$ cat src/rtl/program_loader.sv
`default_nettype none
// ============================================================================
// Module   : program_loader
// Purpose  : Receives a UART program image (SYNC, COUNT, N x 16-bit words,
//            CHK), writes each word to instruction memory and releases the
//            core only after a checksum-verified image has been loaded.
// Revision : 1.0 - initial release
// ============================================================================
module program_loader #(
   parameter int         CLKS_PER_BIT = 104,
   parameter int         ADDR_WIDTH   = 8,
   parameter logic [7:0] SYNC_BYTE    = 8'hA5
) (
   input  logic                  i_clk,
   input  logic                  i_rst_n,
   input  logic                  i_rx,
   output logic                  o_we,
   output logic [ADDR_WIDTH-1:0] o_addr,
   output logic [15:0]           o_data,
   output logic                  o_core_run,
   output logic                  o_error
);

   localparam int                   c_CNT_W   = $clog2(CLKS_PER_BIT);
   localparam logic [c_CNT_W-1:0]   c_FULL_M1 = c_CNT_W'(CLKS_PER_BIT - 1);
   localparam logic [c_CNT_W-1:0]   c_HALF_M1 = c_CNT_W'(CLKS_PER_BIT / 2 - 1);
   localparam logic [c_CNT_W-1:0]   c_CNT_ONE = 1;
   localparam logic [ADDR_WIDTH-1:0] c_IDX_ONE = 1;
   // 2^ADDR_WIDTH expressed wide enough to compare against any 8-bit COUNT
   localparam logic [ADDR_WIDTH+7:0] c_MAX_WORDS = {{7{1'b0}}, 1'b1, {ADDR_WIDTH{1'b0}}};

   typedef enum logic [1:0] {
      RX_IDLE  = 2'd0,
      RX_START = 2'd1,
      RX_DATA  = 2'd2,
      RX_STOP  = 2'd3
   } rx_state_t;

   typedef enum logic [2:0] {
      F_WAIT_SYNC = 3'd0,
      F_GET_COUNT = 3'd1,
      F_GET_HI    = 3'd2,
      F_GET_LO    = 3'd3,
      F_GET_CHK   = 3'd4,
      F_RUN       = 3'd5,
      F_ERROR     = 3'd6
   } f_state_t;

   // ---------------- UART receiver ----------------
   logic               r_rx_meta, r_rx_sync, r_rx_prev;
   rx_state_t          r_rx_state, w_rx_nxt;
   logic [c_CNT_W-1:0] r_clk_cnt;
   logic [2:0]         r_bit_idx;
   logic [7:0]         r_rx_byte;
   logic               r_rx_valid, r_rx_ferr;
   logic               w_cnt_done;

   // The start bit is re-checked half a bit in; every later sample is a full bit apart
   assign w_cnt_done = (r_rx_state == RX_START) ? (r_clk_cnt == c_HALF_M1)
                                                : (r_clk_cnt == c_FULL_M1);

   // Two-flop synchronizer plus previous value for falling-edge detection
   always_ff @(posedge i_clk or negedge i_rst_n) begin
      if (!i_rst_n) begin
         r_rx_meta <= 1'b1;
         r_rx_sync <= 1'b1;
         r_rx_prev <= 1'b1;
      end else begin
         r_rx_meta <= i_rx;
         r_rx_sync <= r_rx_meta;
         r_rx_prev <= r_rx_sync;
      end
   end

   // RX state register
   always_ff @(posedge i_clk or negedge i_rst_n) begin
      if (!i_rst_n) r_rx_state <= RX_IDLE;
      else          r_rx_state <= w_rx_nxt;
   end

   // RX next-state: a start bit that reads high at mid-bit is a glitch
   always_comb begin
      w_rx_nxt = r_rx_state;
      case (r_rx_state)
         RX_IDLE:  if (r_rx_prev && !r_rx_sync) w_rx_nxt = RX_START;
         RX_START: if (w_cnt_done) w_rx_nxt = r_rx_sync ? RX_IDLE : RX_DATA;
         RX_DATA:  if (w_cnt_done && (r_bit_idx == 3'd7)) w_rx_nxt = RX_STOP;
         RX_STOP:  if (w_cnt_done) w_rx_nxt = RX_IDLE;
         default:  w_rx_nxt = RX_IDLE;
      endcase
   end

   // RX datapath: bit timer, LSB-first shift register, valid/ferr pulses
   always_ff @(posedge i_clk or negedge i_rst_n) begin
      if (!i_rst_n) begin
         r_clk_cnt  <= '0;
         r_bit_idx  <= '0;
         r_rx_byte  <= '0;
         r_rx_valid <= 1'b0;
         r_rx_ferr  <= 1'b0;
      end else begin
         r_rx_valid <= 1'b0;
         r_rx_ferr  <= 1'b0;
         if ((r_rx_state == RX_IDLE) || w_cnt_done) r_clk_cnt <= '0;
         else                                       r_clk_cnt <= r_clk_cnt + c_CNT_ONE;
         if (r_rx_state == RX_IDLE) begin
            r_bit_idx <= '0;
         end else if ((r_rx_state == RX_DATA) && w_cnt_done) begin
            r_bit_idx <= r_bit_idx + 3'd1;
            r_rx_byte <= {r_rx_sync, r_rx_byte[7:1]};
         end
         if ((r_rx_state == RX_STOP) && w_cnt_done) begin
            r_rx_valid <= r_rx_sync;
            r_rx_ferr  <= ~r_rx_sync;
         end
      end
   end

   // ---------------- Frame parser ----------------
   f_state_t                r_f_state, w_f_nxt;
   logic                    w_we_nxt;
   logic                    r_we;
   logic [ADDR_WIDTH-1:0]   r_addr, r_idx, r_last_idx, w_last_idx;
   logic [15:0]             r_data;
   logic [7:0]              r_hi, r_sum;
   logic [ADDR_WIDTH+7:0]   w_count_ext;
   logic                    w_count_ovf, w_sync_hit;

   assign w_sync_hit  = r_rx_valid && (r_rx_byte == SYNC_BYTE);
   assign w_count_ext = {{ADDR_WIDTH{1'b0}}, r_rx_byte};
   assign w_count_ovf = (w_count_ext > c_MAX_WORDS);
   // COUNT = 0 encodes a full 2^ADDR_WIDTH image, so its last index is all ones
   assign w_last_idx  = (r_rx_byte == 8'h00) ? {ADDR_WIDTH{1'b1}}
                                             : ADDR_WIDTH'(r_rx_byte - 8'd1);

   // Frame state register
   always_ff @(posedge i_clk or negedge i_rst_n) begin
      if (!i_rst_n) r_f_state <= F_WAIT_SYNC;
      else          r_f_state <= w_f_nxt;
   end

   // Frame next-state and write strobe decode
   always_comb begin
      w_f_nxt  = r_f_state;
      w_we_nxt = 1'b0;
      case (r_f_state)
         F_WAIT_SYNC, F_ERROR: begin
            if (w_sync_hit) w_f_nxt = F_GET_COUNT;
         end
         F_GET_COUNT: begin
            if (r_rx_ferr)       w_f_nxt = F_ERROR;
            else if (r_rx_valid) w_f_nxt = w_count_ovf ? F_ERROR : F_GET_HI;
         end
         F_GET_HI: begin
            if (r_rx_ferr)       w_f_nxt = F_ERROR;
            else if (r_rx_valid) w_f_nxt = F_GET_LO;
         end
         F_GET_LO: begin
            if (r_rx_ferr) begin
               w_f_nxt = F_ERROR;
            end else if (r_rx_valid) begin
               w_we_nxt = 1'b1;
               w_f_nxt  = (r_idx == r_last_idx) ? F_GET_CHK : F_GET_HI;
            end
         end
         F_GET_CHK: begin
            if (r_rx_ferr)       w_f_nxt = F_ERROR;
            else if (r_rx_valid) w_f_nxt = (r_rx_byte == r_sum) ? F_RUN : F_ERROR;
         end
         F_RUN:   w_f_nxt = F_RUN;
         default: w_f_nxt = F_WAIT_SYNC;
      endcase
   end

   // Frame datapath: word assembly, running checksum, registered write port
   always_ff @(posedge i_clk or negedge i_rst_n) begin
      if (!i_rst_n) begin
         r_we       <= 1'b0;
         r_addr     <= '0;
         r_data     <= '0;
         r_idx      <= '0;
         r_last_idx <= '0;
         r_hi       <= '0;
         r_sum      <= '0;
      end else begin
         r_we <= w_we_nxt;
         if (r_rx_valid) begin
            case (r_f_state)
               F_WAIT_SYNC, F_ERROR: begin
                  if (w_sync_hit) begin
                     r_sum <= '0;
                     r_idx <= '0;
                  end
               end
               F_GET_COUNT: r_last_idx <= w_last_idx;
               F_GET_HI: begin
                  r_hi  <= r_rx_byte;
                  r_sum <= r_sum + r_rx_byte;
               end
               F_GET_LO: begin
                  r_data <= {r_hi, r_rx_byte};
                  r_addr <= r_idx;
                  r_idx  <= r_idx + c_IDX_ONE;
                  r_sum  <= r_sum + r_rx_byte;
               end
               default: ;
            endcase
         end
      end
   end

   assign o_we       = r_we;
   assign o_addr     = r_addr;
   assign o_data     = r_data;
   assign o_core_run = (r_f_state == F_RUN);
   assign o_error    = (r_f_state == F_ERROR);

endmodule
`default_nettype wire
$ cat config.mk
export PLATFORM = sky130hd
export DESIGN_NAME = program_loader
export DESIGN_NICKNAME = d
export VERILOG_FILES = /design/src/rtl/program_loader.sv
export SDC_FILE = /design/constraint.sdc
export NUM_CORES = 1
export LEC_CHECK = 0
export CAP_MARGIN = 20
export CORE_MARGIN = 3
export CORE_UTILIZATION = 63
export DETAILED_ROUTE_END_ITERATION = 16
export HOLD_SLACK_MARGIN = 0.1
export PLACE_DENSITY = 0.85
export REMOVE_ABC_BUFFERS = 1
export SETUP_SLACK_MARGIN = 0.2
export SYNTH_ARGS = -nofsm -noshare
export SYNTH_HDL_FRONTEND = slang
export SYNTH_SLANG_ARGS = --single-unit
$ cat constraint.sdc
create_clock -name i_clk -period 3.95 [get_ports i_clk]
set_input_delay 0.79 -clock i_clk [delete_from_list [all_inputs] [get_ports i_clk]]
set_output_delay 0.79 -clock i_clk [all_outputs]
set_load 0.01 [all_outputs]
### Word-level counts from Yosys, hierarchy flattened

Index checks and enable logic that the tools add are counted.

* register bits: 85
* bits in latches: 0
* RAM bits: 0
* memory bits (read-only): 0
* input bits: 3
* output and inout bits: 27
* word-level logic and storage cells: 104
* memories: 0

* $add $sub $neg: 5
* multipliers: 0
* div/mod/pow operators: 0
* order comparisons: 1
* equal/unequal tests: 24
* shifts and indexed selects: 0
* mux-type cells: 32
* bitwise operators: 2
* reductions and logical operators: 23

Operators with widths (number)
* two-way mux 3 bit: 13
* case mux 8 bit (2 select lines): 2
* case mux 3 bit (6 select lines): 1
* == test 8 bit: 2
* two-way mux 8 bit: 2
* == test 3 bit (second input constant): 4
* two-way mux 2 bit: 6
* inequality test 3 bit (second input constant): 4
* inequality test 2 bit (second input constant): 5
* > comparator 8 x 9 -> 1 bit (second input constant): 1
* adder 8 x 1 -> 8 bit (second input constant): 1
* adder 8 bit: 1
* == test 8 bit (second input constant): 1
* logical NOT 8 bit: 1
* case mux 2 bit (4 select lines): 1
* AND reduction 2 bit: 4
* subtractor 8 x 1 -> 8 bit (second input constant): 1
* adder 7 x 1 -> 7 bit (second input constant): 1
* == test 7 x 6 -> 1 bit (second input constant): 1
* == test 7 bit (second input constant): 1
* two-way mux 7 bit: 1
* == test 3 x 2 -> 1 bit (second input constant): 2
* two-way mux 1 bit: 6
* AND reduction 3 bit: 2
* other kinds (14): 23

### Longest topological paths before layout

* depth after elaboration: 5
* mapped depth: 9
* mapped depth without buffers: 9

### Worst setup path before layout

OpenSTA, ideal clock, no wires.

* kind: register to register
* from: reg r_rx_byte[0]
* to: reg r_sum[6]
* arrival time: 1.940 ns
* data required time: 3.828 ns
* slack: 1.889 ns
* stages on the path, launching flop included: 10
* buffers on the path: 0
* cells stage by stage: dfrtp_1 ha_1 inv_1 fa_1 nor2b_1 o21a_1 o21a_1 o21a_1 or3_1 a32o_1

* longest elaborated chain between the ends: 4
* elaborated cells on any way between the ends: 6
* classes of those cells: add/sub: 1; eq/ne: 2; mux: 1; reduce/logical: 2

Ends and longest elaborated chain
* from (decl): line 54 `logic [7:0] r_rx_byte;`
* from (signal assigned): line 110 `r_rx_byte <= {r_rx_sync, r_rx_byte[7:1]};`
* branches (longest 4 deep; another with adder 8 bit)
* to (signal assigned): line 198 `r_sum <= r_sum + r_rx_byte;`
* to (signal assigned): line 204 `r_sum <= r_sum + r_rx_byte;`
* to (decl): line 125 `logic [7:0] r_hi, r_sum;`

Several ways; the timed one is not identified.
A chain may end at the register's enable or synchronous reset.

### Final worst setup path

* from: reg r_f_state[2]
* to: out o_core_run

* longest elaborated chain between the ends: 1

Ends and longest elaborated chain
* from (decl): line 120 `f_state_t r_f_state, w_f_nxt;`
* from (signal assigned): line 139 `else r_f_state <= w_f_nxt;`
* == test 3 bit: line 215 `assign o_core_run = (r_f_state == F_RUN);`
* to (decl): line 20 `output logic o_core_run,`

No other way between the ends.

==> out/qor.yml <==
post-dp-hpwl_mm: 5.53
ys_warn_count: 0
grt_util_met1: 0.315
grt_pass1_wl_mm: 13.7
grt_pass1_vias: 2955
critical_path.startpoint: "r_f_state[2]"
yosys.area.top_type_share: 0.506
setup_tns_ps: 0
numCtsBuffers: 9
routabilityCongestion: 0.925
synth-seq-cells: 85
avgSynthCellArea_um2: 9.88
syn2layout_area_growth_pct: 13.8
clk_latency_ps: 350
nets: 453
regToRegSetupSlack_ps: 1700
cts_tree: "built"
critical_path.endpoint: "o_core_run"
slew-limit-headroom: 0.460
n_antenna_cell: 0
finalInstanceArea_um2: 4610
hold_ws_ps: 261
clock_path_buffers: 2
min_period_ps: 2670
first_iter_violations: 170
syn-instance-count: 410
synth-edff-count: 0
initial_core_util: 0.669
hold_viol_final: 0
die_area_um2: 7430
final_util: 0.761
crit_required_ps: 3160
num_vias: 2987
grt.met2_usage: 0.377
yosysTopAreaCell: "dfrtp_1"
startpoint_type: "flip-flop"
fin_crit_sh: 0.677
p_leak_nw: 2.32
arrival_ps: 1880
synth_common_cells: "nand2_1, dfrtp_1, nor2_1"
worstReg2RegEnd: "r_sum[6]"
yosys.cell_count.top_type: "nand2_1"
firstDrtPassIters: 4
wire_per_inst_um: 15.6
core_area_um2: 6060
synthArstFlopShare: 1.00
criticalPathCategory: "reg -> out"
grt.total_usage: 0.237
ios: 30
worstMarginPinSlew_ps: 807
end_kind: "output port"
synth_area_um2: 4050
drv_slew: 0
synthFlopType: "dfrtp_1"
cts_sinks: 85
fillers: 426
fmax_mhz: 374
cts_setup_buffers: 0
maxCapViolCount: 0
setup_violations: 0
dp.cells: 497
viasPerCell: 5.80
status: "finished, final reports clean"
yosys-top-cells-area: "dfrtp_1, nand2_1, mux2_2"
ir_worst_vdd_mv: 0.359
holdBufCountCts: 0
rsz0062_at_grt: "no"
overflow: 0
ys_types: 49
drc: 0
synth-seq-area-share: 0.526
critPathMaxFanout: 12
fin_cells: 515
antenna_found_initial: 0
totalWireLength_mm: 8.03
htree_num_levels: 3
power_density_nw_per_um2: 379
ant_nets: 0
clk_transition_reported_paths_ps: 80
num_rows: 28
die_y_um: 86.2
grt_max_degree: 86
met3_usage: 0.0561
die_w_um: 86.2
placed_area_um2: 4370
cts_resized: 0
root_buffer: "clkbuf_8"
finClkSkew_ps: 4.23
worstHoldPathType: "in -> async"
timing.rr.start: "r_rx_byte[2]"
drive_gt1_frac: 0.102
r2r_cells: 7
grt_busiest_layer: "met2"
portBuffers: 29
[state kept, by name (all words and copies together), names as in the netlist, named ones only]
signal and cells:
o_data 16, o_addr 8, r_hi 8, r_idx 8
r_last_idx 8, r_rx_byte 8, r_sum 8, r_clk_cnt 7
r_bit_idx 3, r_f_state 3, o_we 1, r_rx_ferr 1
r_rx_meta 1, r_rx_prev 1, r_rx_state 1, r_rx_sync 1
r_rx_valid 1
[through the flow]
stage / setup WS (ps) / total power, mW
CTS: 1250 / 1.76
detailed placement: 1650 / 1.11
global route: 1190 / 1.83
global placement: 1720 / 1.10
finish: 1280 / 1.75
floorplan: 1840 / 1.07
[final cells by class]
class | instances | area (um^2) | area share
Inverter | 9 | 33.8 | 0.00732
Sequential cell | 85 | 2130 | 0.462
Multi-Input combinational cell | 298 | 1810 | 0.393
Tap cell | 75 | 93.8 | 0.0203
Timing Repair Buffer | 32 | 334 | 0.0724
Clock inverter | 4 | 72.6 | 0.0157
Clock buffer | 12 | 135 | 0.0293
[cells by family (layout without fill, tap and decap cells)]
logic type / Yosys count / after routing / synth area share
DFF: 85 / 85 / 0.526
AOI/OAI and AO/OA: 64 / 64 / 0.0985
muxes: 16 / 16 / 0.0445
adders and majority gates: 16 / 16 / 0.0506
buffers and inverters: 27 / 57 / 0.0269
xor gates and xnor gates: 29 / 29 / 0.0627
and+or+nand+nor: 173 / 173 / 0.191
[worst min-delay path by stage]
stage	slack [ps]	start	endpoint
2_1_floorplan	350	r_rx_meta	r_rx_sync
3_3_place_gp	350	r_rx_meta	r_rx_sync
3_5_place_dp	350	r_rx_meta	r_rx_sync
4_1_cts	370	r_rx_meta	r_rx_sync
5_1_grt	260	i_rst_n	o_addr[7]
6_report	260	i_rst_n	o_addr[7]
[routing by layer]
| metal | part of all wire | wire length, um | vias up |
|---|---|---|---|
| met1 | 0.44 | 3530 | 1455 |
| li1 | - | - | 1429 |
| met2 | 0.49 | 3900 | 89 |
| met3 | 0.057 | 460 | 14 |
| met5 | 0 | 0 | - |
| met4 | 0.018 | 142 | 0 |
[cell usage in the layout, fill, tap and decap left out, drive strengths merged, types with 2 or more instances in the layout]
master,synthesis,final
o31ai,2,2
dfrtp,82,82
xor2,20,20
or3,5,5
bufinv,0,2
clkbuf,14,12
and3b,2,2
a21oi,15,15
xnor2,9,9
o22ai,2,2
dfstp,3,3
nand4,4,4
nand3b,2,2
nor2,38,38
mux2,16,16
o21ai,22,22
clkdlybuf4s50,0,28
inv,9,9
o21a,6,6
nor3,5,5
nor4,4,4
a22o,4,4
a31oi,4,4
nand2,97,97
a21o,2,2
buf,4,4
ha,14,14
and3,5,5
nand3,5,5
[where the power goes]
group / internal (mW) / switching [mW]
registers: 0.916 / 0.0468
clock network: 0.356 / 0.293
logic: 0.0626 / 0.0739
[critical path, stage by stage, from the launching register on]
cell and delay (ps):
dfrtp_1 570, inv_1 150, nor3b_1 240, clkdlybuf4s50_1 580
Note: power is estimated with default switching activity, not from simulation.
==> RTL edit 1: new RTL, same flow settings <==
Set the parameter `CLKS_PER_BIT` to 208 (it was 104).
--- a/src/rtl/program_loader.sv
+++ b/src/rtl/program_loader.sv
@@ -8,5 +8,5 @@
 // ============================================================================
 module program_loader #(
-   parameter int         CLKS_PER_BIT = 104,
+   parameter int         CLKS_PER_BIT = 208,
    parameter int         ADDR_WIDTH   = 8,
    parameter logic [7:0] SYNC_BYTE    = 8'hA5
Check against the original RTL: no difference found for any inputs over 10 cycles, from zero or initial values and one cycle with i_rst_n low; that may be too few to reach the edited logic, so the function may still have changed.
==> RTL edit 1 against the unedited design <==
  * Final cell count decreased by 3.7%
  * Cell area rose by 4.2%
  * Synthesized area rose by 4.2%
  * Wire length rose by 5.3%
  * Worst setup slack gained 12 ps
  * Count of clock-buffer cells in the layout fell by 3
  * Sequential power barely moved
  * Synthesized cell count is 4.6% lower
  * Non-clock buffer count down 1
  * Sequential cell count grew 1
  * Sequential share of layout area down 1.4 points
  * Power increased by 1.4%
  * Critical path type unchanged
  * Critical endpoint unchanged
==> RTL edit 1: results (changes against the unedited design) <==
The run finished with clean final reports. The part of the total power dissipated in sequential elements is 54.4% (-0.7 points). The synthesized-area fraction occupied by adder cells came out at 4.89% (-0.18 points). The tools report the area of combinational cells with multiple inputs as 1950 µm² (+7.6%). The tools report the worst flop-to-flop path endpoint as r_sum[7]. The fraction of cell area in non-clock buffers was 7.13% (-0.11 points); the count of plain and timing-repair buffers in the layout was 31 (-3.1%).

The detailed-route vias per instance was 6.09 (+5.1%). The count of multi-input gates was 277 (-7.0%). For the count of nets after finishing, the log shows 432 (-4.6%). By area the synthesized netlist is led by sky130_fd_sc_hd__dfrtp_1 49%, sky130_fd_sc_hd__mux2_2 9.1%, sky130_fd_sc_hd__ha_1 4.1%, sky130_fd_sc_hd__xnor2_1 3.9%, sky130_fd_sc_hd__nand2_1 3.2%. The global routing usage on met1 is 32.2% (+0.71 points), and the routability-driven placement congestion ratio is 0.859 (-7.2%). For the first-pass GRT wire length, the log shows 14,600 µm (+6.5%).

The net switching power figure came out at 0.442 mW (+6.6%). For this design, the slowest cell found on the critical path is sky130_fd_sc_hd__dfrtp_1. The number of DRC markers after the initial detailed-route iteration was 175 (+2.9%). The maximum number of pins on one net before global-route repair was 87 (+1.2%); the number of filler cells placed in the layout was 443 (+4.0%). The wire length reported by the detailed router was 8450 µm (+5.3%); the storage element area was 2160 µm² (+1.2%). The delay of the slowest cell on the worst path was 610 ps (+30 ps); the count of non-CTS inverters in the layout was 9 (unchanged). The met1 routed wirelength after detailed routing was 3790 µm (+7.4%).

The flip-flop and latch count was 86 (+1.2%); the transition time of the tightest slew-check pin was 877 ps (+69.7 ps). The worst reg-to-reg setup slack is 1500 ps (-200 ps), and the maximum fanout encountered on the critical timing path is 13 (+1). The logs give 0.109 mW (-20%) for the power in combinational cells and 24.4% (+0.71 points) for the overall fraction of global-route tracks in use. The layout cell share with drive strength beyond 1 is 15.3% (+5.0 points), and the multiplexer share of the synthesized area is 9.77% (+5.3 points).

The instance area after placement is 4550 µm² (+4.2%), and the clock-cell share of area is 4.76% (+0.26 points). Wire length on met3: 344 µm (-25%). Post-synthesis xor/xnor area fraction: 5.60% (-0.67 points).

The tools report the count of clock-net buffers in the final layout as 9 (-3). The area enclosed by the die boundary was 7720 µm² (+3.9%); the global routing met2 resource utilization was 38.9% (+1.2 points). Number of distinct standard cells referenced by the synthesized netlist: 54 (+10%). Counting instances in the post-synthesis netlist gives the leading cell types as 83 x sky130_fd_sc_hd__dfrtp_1, 36 x sky130_fd_sc_hd__nand2_1, 34 x sky130_fd_sc_hd__mux2_2, 32 x sky130_fd_sc_hd__nor2_1, 23 x sky130_fd_sc_hd__o21ai_0.

The post-route clock skew was 8.83 ps (+4.60 ps); the met3 layer usage reported by global route was 5.27% (-0.34 points). The worst hold slack is 243 ps (-18.1 ps), and the met2 layer wire length in the routed design is 4100 µm (+5.2%). Area fraction in compound gates after synthesis: 10.5% (+0.61 points).
## RTL edit 1: changes by cell type after synthesis, moves of 4 or more
cell,unedited run,this run
sky130_fd_sc_hd__o211ai_1,0,4
sky130_fd_sc_hd__nand2b_1,0,5
sky130_fd_sc_hd__or3_1,4,0
sky130_fd_sc_hd__nand2_1,96,36
sky130_fd_sc_hd__xor2_1,20,8
sky130_fd_sc_hd__nand3_1,5,16
sky130_fd_sc_hd__nor3_1,4,8
sky130_fd_sc_hd__xnor2_1,9,19
sky130_fd_sc_hd__nor2_1,37,32
sky130_fd_sc_hd__mux2_2,16,34
## RTL edit 1: stage by stage
step / util (%) / setup WS (ps) / total power, mW / instances
after detailed placement: 70.9 / 1520 / 1.09 / 479
after global placement: 70.4 / 1430 / 1.08 / 478
after global routing: 74.9 / 1160 / 1.85 / 496
after CTS: 74.4 / 1280 / 1.78 / 495
final: 74.9 / 1290 / 1.77 / 496
after floorplan: - / 1810 / 1.05 / 372
==> RTL edit 2: new RTL, same settings <==
Made on the original files. Re-encode `f_state_t` (7 states) as one-hot, 7 bits wide.
--- a/src/rtl/program_loader.sv
+++ b/src/rtl/program_loader.sv
@@ -37,12 +37,12 @@
    } rx_state_t;
 
-   typedef enum logic [2:0] {
-      F_WAIT_SYNC = 3'd0,
-      F_GET_COUNT = 3'd1,
-      F_GET_HI    = 3'd2,
-      F_GET_LO    = 3'd3,
-      F_GET_CHK   = 3'd4,
-      F_RUN       = 3'd5,
-      F_ERROR     = 3'd6
+   typedef enum logic [6:0] {
+      F_WAIT_SYNC = 7'b0000001,
+      F_GET_COUNT = 7'b0000010,
+      F_GET_HI    = 7'b0000100,
+      F_GET_LO    = 7'b0001000,
+      F_GET_CHK   = 7'b0010000,
+      F_RUN       = 7'b0100000,
+      F_ERROR     = 7'b1000000
    } f_state_t;
 
Formal check against the unedited RTL: no difference found for any inputs over 10 cycles, from zero or initial values and one cycle with i_rst_n low; not proved beyond that.
==> RTL edit 2 against the unedited design <==
  * Power is 5.5% higher
  * Final cell count is 0.58% higher
  * Die area is 7.9% higher
  * Clock power is 6.6% higher
  * Via count is 3.2% higher
  * Utilization is 0.56 points lower
  * Synthesized area is 8.5% higher
  * Cell area is 7.6% higher
  * Sequential power is 5% higher
  * Worst setup slack worse by 280 ps
  * Register-to-register slack worse by 420 ps
  * Sequential cell count is 4 higher
  * Wire length is 7.9% higher
  * Largest cell class unchanged
  * Largest power group unchanged
==> RTL edit 2: results (changes against the unedited design) <==
The gate count after technology mapping is 395 (-3.7%), and the post-route clock skew is 7.09 ps (+2.86 ps). The detailed-router iteration count before antenna repair was 5 (+1). The cell family contributing the most delay on the critical path is simple AND/OR/NAND/NOR gates. The maximum fanout encountered on the critical timing path is 8 (-4). Synthesized-area fraction occupied by adder cells: 4.44% (-0.63 points). The number of flip-flops in the largest register works out to 16 (unchanged). The number of DRC markers after the initial detailed-route iteration is 208 (+22%), and the layout cell share with drive strength beyond 1 is 16.7% (+6.5 points). The min-delay analysis places its worst path in the category reg2reg. The overall fraction of global-route tracks in use is 24.7% (+0.98 points). The slowest stage of the critical path is the sky130_fd_sc_hd__clkdlybuf4s50_1 cell. For the maximum VDD drop, the log shows 0.000381 V (+6.1%). The via count of the first global-routing pass is 3,241 (+9.7%), and the post-synthesis xor/xnor area fraction is 4.98% (-1.3 points). The placed instance count came out at 502 (+1.0%). For the headroom to the max-slew limit, the log shows 47.4% (+1.4 points). The non-filler instance count after layout is 518 (+0.58%). The multiplexer share of the synthesized area is 10.9% (+6.5 points), and the data arrival time of the worst path is 2170 ps (+290 ps).

The run gives 2.31 nW (-0.80%) as the leakage power summed over all cells. The share of the yosys chip area belonging to registers is 50.8% (-1.8 points). For the routability-driven placement congestion ratio, the log shows 0.867 (-6.4%).

The run finished with clean final reports. Area fraction in compound gates after synthesis: 10.8% (+0.91 points). The maximum number of pins on one net before global-route repair is 67 (-22%), and the total vias in the final route is 3,084 (+3.2%). Part of the total power dissipated in the clock network: 37.5% (+0.4 points). The logs give 60 (+22%) for the number of distinct standard cells referenced by the synthesized netlist and 6050 µm (+9.5%) for the sum of net half-perimeters after detailed placement.

The run gives 2 (unchanged) as the maximum buffer depth of the clock tree. Internal power summed over all cells: 1.38 mW (+3.8%). Counting instances in the post-synthesis netlist gives the leading cell types as 85 x sky130_fd_sc_hd__dfrtp_1, 40 x sky130_fd_sc_hd__mux2_2, 34 x sky130_fd_sc_hd__nor2_1, 20 x sky130_fd_sc_hd__xnor2_1. The wire length reported by the detailed router was 8660 µm (+7.9%).

The delay of the slowest cell on the worst path works out to 580 ps (about the same). The logs give 0 (unchanged) for the number of antenna violations at the first check in global routing and 15,100 µm (+10%) for the first-pass GRT wire length. The clock-pin slew on the worst setup and hold paths works out to 90 ps.

After synthesis, the cell types taking the most area are sky130_fd_sc_hd__dfrtp_1 48%, sky130_fd_sc_hd__mux2_2 10%, sky130_fd_sc_hd__ha_1 4.0%, sky130_fd_sc_hd__xnor2_1 4.0%, sky130_fd_sc_hd__nor2_1 2.9%. The power in combinational cells was 0.140 mW (+3%); the count of nets after finishing was 438 (-3.3%). The number of filler cells placed in the layout was 423 (-0.70%).
## RTL edit 2: kinds of logic after synthesis
| kind of cell | count (synthesis) |
|---|---|
| fa+ha+maj | 15 |
| xor+xnor | 25 |
| flops | 89 |
| compound gates | 70 |
| simple gates | 127 |
| mux | 43 |
| buf+inv | 26 |
## RTL edit 2: final timing paths
path / from / to / slack, ps / cells past startpoint
setup / recovery: r_f_state[2] / o_core_run / 990 / 4
min in group asynchronous: i_rst_n / o_addr[3] / 510 / 1
hold reg to reg: r_rx_meta / r_rx_sync / 370 / 0
setup reg to reg: r_rx_byte[1] / r_sum[4] / 1280 / 7
max in group asynchronous: i_rst_n / r_rx_sync / 2570 / 2
hold / removal: r_rx_meta / r_rx_sync / 370 / 0
## RTL edit 2: layout make-up
type	instances	area (µm²)	share of cell area [%]
tap	93	116	2.34
inverter	10	37.5	0.756
sequential	89	2230	45.0
clock buffer	9	124	2.50
clock inverter	7	103	2.07
timing repair buffer	30	295	5.95
multi-input combinational	280	2050	41.4
## RTL edit 2: layer usage
| layer | up-vias | share of wire, % | track usage, % |
|---|---|---|---|
| met1 | 1498 | 43 | 30.9 |
| met5 | - | 0 | 0 |
| met2 | 89 | 51 | 42.4 |
| li1 | 1478 | - | - |
| met3 | 19 | 4.6 | 5.44 |
| met4 | 0 | 1.9 | 8.39 |
## RTL edit 2: through the flow
step / utilization (%) / area [µm²] / total power, mW / setup slack (ps)
3_5_place_dp: 72.1 / 4740 / 1.17 / 1350
2_1_floorplan: - / 4320 / 1.12 / 1810
6_report: 75.6 / 4960 / 1.84 / 992
4_1_cts: 75.6 / 4960 / 1.86 / 976
5_1_grt: 75.6 / 4960 / 1.93 / 726
3_3_place_gp: 72.1 / 4740 / 1.16 / 1480
